File: config.mk
export PLATFORM = sky130hd
export DESIGN_NAME = seg7_scan_reader
export DESIGN_NICKNAME = d
export VERILOG_FILES = /design/src/rtl/seg7_pkg.sv /design/src/rtl/seg7_pattern_decode.sv /design/src/rtl/seg7_scan_reader.sv
export SDC_FILE = /design/constraint.sdc
export NUM_CORES = 1
export LEC_CHECK = 0
export ABC_AREA = 1
export CAP_MARGIN = 20
export CORE_ASPECT_RATIO = 1.1
export CORE_MARGIN = 4
export CORE_UTILIZATION = 48
export DETAILED_ROUTE_END_ITERATION = 7
export PLACE_DENSITY = 0.68
export SYNTH_ARGS = -nofsm -noshare
export SYNTH_HDL_FRONTEND = slang
export SYNTH_SLANG_ARGS = --single-unit
File: constraint.sdc
create_clock -name clk -period 2.5 [get_ports clk]
set_input_delay 0.375 -clock clk [delete_from_list [all_inputs] [get_ports clk]]
set_output_delay 0.375 -clock clk [all_outputs]
set_load 0.01 [all_outputs]
File: src/rtl/seg7_pkg.sv
// Shared 7-segment definitions: active-low patterns (bit 0 = a .. bit 6 = g),
// reconstructed-digit codes and the scan reader's slot state.
package seg7_pkg;

  localparam logic [6:0] SEG_0     = 7'b1000000;
  localparam logic [6:0] SEG_1     = 7'b1111001;
  localparam logic [6:0] SEG_2     = 7'b0100100;
  localparam logic [6:0] SEG_3     = 7'b0110000;
  localparam logic [6:0] SEG_4     = 7'b0011001;
  localparam logic [6:0] SEG_5     = 7'b0010010;
  localparam logic [6:0] SEG_6     = 7'b0000010;
  localparam logic [6:0] SEG_7     = 7'b1111000;
  localparam logic [6:0] SEG_8     = 7'b0000000;
  localparam logic [6:0] SEG_9     = 7'b0010000;
  localparam logic [6:0] SEG_BLANK = 7'b1111111;

  localparam logic [3:0] CODE_BLANK = 4'hF;
  localparam logic [3:0] CODE_ERR   = 4'hE;

  typedef enum logic {
    SETTLE = 1'b0,
    HOLD   = 1'b1
  } state_e;

endpackage

File: src/rtl/seg7_pattern_decode.sv
// Inverse of the BCD-to-segment encoder: maps an active-low segment pattern
// back to its BCD code; blank gives CODE_BLANK, anything else is flagged.
module seg7_pattern_decode
  import seg7_pkg::*;
(
  input  logic [6:0] pattern_i,
  output logic [3:0] code_o_c,
  output logic       err_o_c
);

  always_comb begin
    code_o_c = CODE_ERR;
    err_o_c  = 1'b0;
    case (pattern_i)
      SEG_0:     code_o_c = 4'd0;
      SEG_1:     code_o_c = 4'd1;
      SEG_2:     code_o_c = 4'd2;
      SEG_3:     code_o_c = 4'd3;
      SEG_4:     code_o_c = 4'd4;
      SEG_5:     code_o_c = 4'd5;
      SEG_6:     code_o_c = 4'd6;
      SEG_7:     code_o_c = 4'd7;
      SEG_8:     code_o_c = 4'd8;
      SEG_9:     code_o_c = 4'd9;
      SEG_BLANK: code_o_c = CODE_BLANK;
      default:   err_o_c  = 1'b1;
    endcase
  end

endmodule

File: src/rtl/seg7_scan_reader.sv
// Snoops a multiplexed active-low 7-segment bus, captures each settled scan
// slot, decodes it back to BCD and publishes a frame once all digits are seen.
module seg7_scan_reader
  import seg7_pkg::*;
#(
  parameter int unsigned NUM_DIGITS    = 4,
  parameter int unsigned STABLE_CYCLES = 4
) (
  input  logic                      clk,
  input  logic                      rst_n,
  input  logic [6:0]                seg_n,
  input  logic [NUM_DIGITS-1:0]     dig_n,
  output logic [4*NUM_DIGITS-1:0]   digits,
  output logic [NUM_DIGITS-1:0]     digit_err,
  output logic                      frame_valid,
  output logic                      frame_err
);

  localparam int unsigned SMP_W = 7 + NUM_DIGITS;
  localparam int unsigned CNT_W = $clog2(STABLE_CYCLES);
  localparam logic [CNT_W-1:0] CNT_MAX = CNT_W'(STABLE_CYCLES - 1);

  logic [SMP_W-1:0]        meta_q, sync_q, prev_q;
  state_e                  state_q, state_d;
  logic [CNT_W-1:0]        cnt_q, cnt_d;
  logic [4*NUM_DIGITS-1:0] digits_q, digits_d;
  logic [NUM_DIGITS-1:0]   err_q, err_d;
  logic [NUM_DIGITS-1:0]   mask_q, mask_d;
  logic                    fv_q, fv_d;
  logic                    fe_q, fe_d;

  logic [6:0]              seg_s_c;
  logic [NUM_DIGITS-1:0]   sel_c, mask_set_c;
  logic                    changed_c, onehot_c;
  logic [3:0]              dec_code_c;
  logic                    dec_err_c;

  // Two-flop synchronisers plus the previous synchronised sample; idle bus is all ones.
  always_ff @(posedge clk or negedge rst_n) begin
    if (!rst_n) begin
      meta_q <= '1;
      sync_q <= '1;
      prev_q <= '1;
    end else begin
      meta_q <= {seg_n, dig_n};
      sync_q <= meta_q;
      prev_q <= sync_q;
    end
  end

  assign seg_s_c   = sync_q[SMP_W-1:NUM_DIGITS];
  assign sel_c     = ~sync_q[NUM_DIGITS-1:0];
  assign changed_c = (sync_q != prev_q);
  assign onehot_c  = (sel_c != '0) && ((sel_c & (sel_c - NUM_DIGITS'(1))) == '0);

  seg7_pattern_decode u_decode (
    .pattern_i (seg_s_c),
    .code_o_c  (dec_code_c),
    .err_o_c   (dec_err_c)
  );

  always_ff @(posedge clk or negedge rst_n) begin
    if (!rst_n) begin
      state_q  <= SETTLE;
      cnt_q    <= '0;
      digits_q <= '1;
      err_q    <= '0;
      mask_q   <= '0;
      fv_q     <= 1'b0;
      fe_q     <= 1'b0;
    end else begin
      state_q  <= state_d;
      cnt_q    <= cnt_d;
      digits_q <= digits_d;
      err_q    <= err_d;
      mask_q   <= mask_d;
      fv_q     <= fv_d;
      fe_q     <= fe_d;
    end
  end

  // A change always restarts settling; capture needs a full stable run on a one-hot select.
  always_comb begin
    state_d    = state_q;
    cnt_d      = cnt_q;
    digits_d   = digits_q;
    err_d      = err_q;
    mask_d     = mask_q;
    fv_d       = 1'b0;
    fe_d       = 1'b0;
    mask_set_c = mask_q | sel_c;
    if (changed_c) begin
      state_d = SETTLE;
      cnt_d   = '0;
    end else begin
      if (cnt_q != CNT_MAX) begin
        cnt_d = cnt_q + CNT_W'(1);
      end
      if (state_q == SETTLE && cnt_q == CNT_MAX && onehot_c) begin
        state_d = HOLD;
        for (int unsigned i = 0; i < NUM_DIGITS; i++) begin
          if (sel_c[i]) begin
            digits_d[4*i +: 4] = dec_code_c;
            err_d[i]           = dec_err_c;
          end
        end
        if (mask_set_c == '1) begin
          fv_d   = 1'b1;
          fe_d   = |err_d;
          mask_d = '0;
        end else begin
          mask_d = mask_set_c;
        end
      end
    end
  end

  assign digits      = digits_q;
  assign digit_err   = err_q;
  assign frame_valid = fv_q;
  assign frame_err   = fe_q;

endmodule

==> impl_metrics.toml <==
[critical_path]
cp_max_fo = 14
crit_arrival_ns = 2.18
crit_path_start_kind = "flip-flop"
end_kind = "flip-flop"
critical_path_required_ns = 2.71
path_class = "flip-flop to flip-flop"

[timing]
tightest_slew_ns = 0.6737
post-route-period-util_pct = 78.80
fmax_mhz = 507.6
setup_viol = 0
fin_tns_setup_ns = 0
slew_violations = 0
period_minus_slack_ns = 1.970
hold_viol_final = 0
clock_skew_ns = 0.008862
rsz0062_at_grt = "false"
relSlewSlack_pct = 55.09
finalWorstSetupSlack_ns = 0.5299

[synth]
synth_compound_area_share_pct = 3.735
syn_area_per_cell_um2 = 9.456
synth_mux_area_share_pct = 0
yosysSeqAreaShare_pct = 58.01
ys_top_cells_by_area = "dfstp_2 (46%), nand2_1 (13%), dfrtp_1 (12%)"
synth_edf_count = 0
synth-xor-area-share_pct = 1.890
synth_area_um2 = 2780
synthAdderAreaFrac_pct = 0.4500
async_flop_share_pct = 100.0
ys_ff_latch = 62
synth_ff_type = "dfstp_2"
synth_top_family_by_area = "simple AND/OR/NAND/NOR gates"
syn-num-nets = 308
synth-simple-area-share_pct = 30.74
synth_top_area_share_pct = 46.31
ys_warn_count = 0
synth_cells = 294
synth_top_area_cell = "dfstp_2"
ys_types = 27

[clock_tree]
numCtsBuffers = 9
tritoncts = "yes"
cts_buffer_depth = 2
root_buffer = "clkbuf_8"
cts-htree-levels = 3
cts_resized = 0
clock_sinks = 62
cts_setup_buffers = 0
hold_buffers = 0
clk_latency_ns = 0.34
clkSlewWorstSetupHoldPaths_ns = 0.07

[routing]
drt-initial-drc-count = 162
viasPerCell = 4.926
drtAntennaViolNets = 0
vias = 2054
wl_mm = 5.307
wl_per_cell_um = 12.73
drt_first_pass_iters = 5
drc = 0

[layout]
area_growth_pct = 23.58
fillers = 446
final_layout_size_suffix_gt1_share_pct = 26.61
final_util_pct = 62.47
num_antenna_cells = 0
layout_common_cells = "nand2_1 (99), dfstp_2 (49), nor2_1 (33), clkdlybuf4s50_1 (33), inv_1 (21)"
final_common_cell = "nand2_1"
num-nets-final = 351
postLayoutCellArea_um2 = 3436

[global_routing]
gr-total-overflow = 0
antenna_found_initial = 0
grt_max_degree = 34
grt_usage_pct = 17.16
grt_pass1_vias = 1941
grt_pass1_wl_mm = 9.149

[power_and_ir_drop]
combPwrFrac_pct = 5.4
p_sw_w = 0.0005066
vdd_drop_max_mv = 0.4442
p_int_w = 0.001723
power_density_nw_per_um2 = 649.1
clkPwrFrac_pct = 46.2
p_seq_share_pct = 48.4
p_sw_share_pct = 22.72
p_leak_nw = 1.535

[floorplanning]
ios = 35
rows = 28
core_um2 = 5500
fp.dieW_um = 80.57
die_y_um = 87.82
die_area_um2 = 7075
initial_core_util_pct = 50.55

[placed_design]
dp_slack_ns = 0.5565
gp_congestion = 0.9077
placed_area_um2 = 3196
hpwl_mm = 3.835
numPortBuffers = 34

[run_status]
outcome = "complete, no violations"

[worst_hold_path]
hold_class = "primary input to async pin"

[job]
maxCapViolations = 0
-- stage by stage --
stage / power [W] / std cells / hold WS (ns)
after floorplan: 0.001157 / 294 / 0.07941
after global placement: 0.001215 / 401 / 0.3454
after detailed placement: 0.001217 / 401 / 0.3470
after CTS: 0.002254 / 417 / 0.1089
after global routing: 0.002330 / 417 / 0.1305
final: 0.002230 / 417 / 0.08672
-- critical path: stages (launching register included) --
cell     delay [ns]
dfstp_2        0.61
xnor2_1        0.13
nand2_1        0.10
nor2_4         0.48
nand3_1        0.20
nor2_2         0.25
a21oi_1        0.07
-- routing by layer --
metal	GRT usage (%)	vias up	routed length [µm]
met3	3.704	12	307
met5	0	-	0
met2	25.00	79	2379
met4	9.524	0	117
li1	-	1021	-
met1	23.88	942	2502
-- final timing paths --
check	start	endpoint	cells after the start	slack, ns
max	sync_q[10]	mask_q[2]	6	0.53
min	rst_n	mask_q[3]	1	0.09
max reg2reg	sync_q[10]	mask_q[2]	6	0.53
min reg2reg	meta_q[3]	sync_q[3]	0	0.36
max in group asynchronous	rst_n	digits[0]	2	1.76
min in group clk	meta_q[3]	sync_q[3]	0	0.36
-- kinds of logic after synthesis --
kind of cell,Yosys count
and+or+nand+nor,173
DFF,62
buffers and inverters,32
AOI/OAI and AO/OA,20
xor gates and xnor gates,6
adders and majority gates,1
-- cell type report --
class	count	area (µm²)	area share, %
repair buffers	35	355.3	10.34
flip-flops and latches	62	1613	46.94
inverters	29	110.1	3.205
clock buffers	10	148.9	4.334
clock inverters	6	91.34	2.658
multi-input cells	200	1023	29.79
well taps	75	93.84	2.731
-- sequential cells by signal (all words and copies together), names as in the netlist --
name	cells
digits	16
meta_q	11
prev_q	11
sync_q	11
digit_err	4
mask_q	4
cnt_q	2
frame_err	1
frame_valid	1
state_q	1
-- power by group through the flow --
stage               combinational, W  clock [W]  sequential (W)
finish                      0.000121    0.00103         0.00108
global route                0.000136    0.00111         0.00108
CTS                         0.000122    0.00105         0.00108
detailed placement          0.000122          0         0.00110
global placement            0.000122          0         0.00109
floorplan                  0.0000688          0         0.00109
-- Yosys cell counts, types with 4 or more instances --
master / number
dfstp_2: 49
a21oi_1: 9
nor2_1: 33
nor3_1: 4
nand4_1: 8
nor2_4: 5
o21ai_1: 7
xnor2_1: 5
dfrtp_1: 13
inv_1: 21
inv_2: 7
nand3_1: 13
nand2_1: 99
Note: power is estimated with default switching activity, not from simulation.
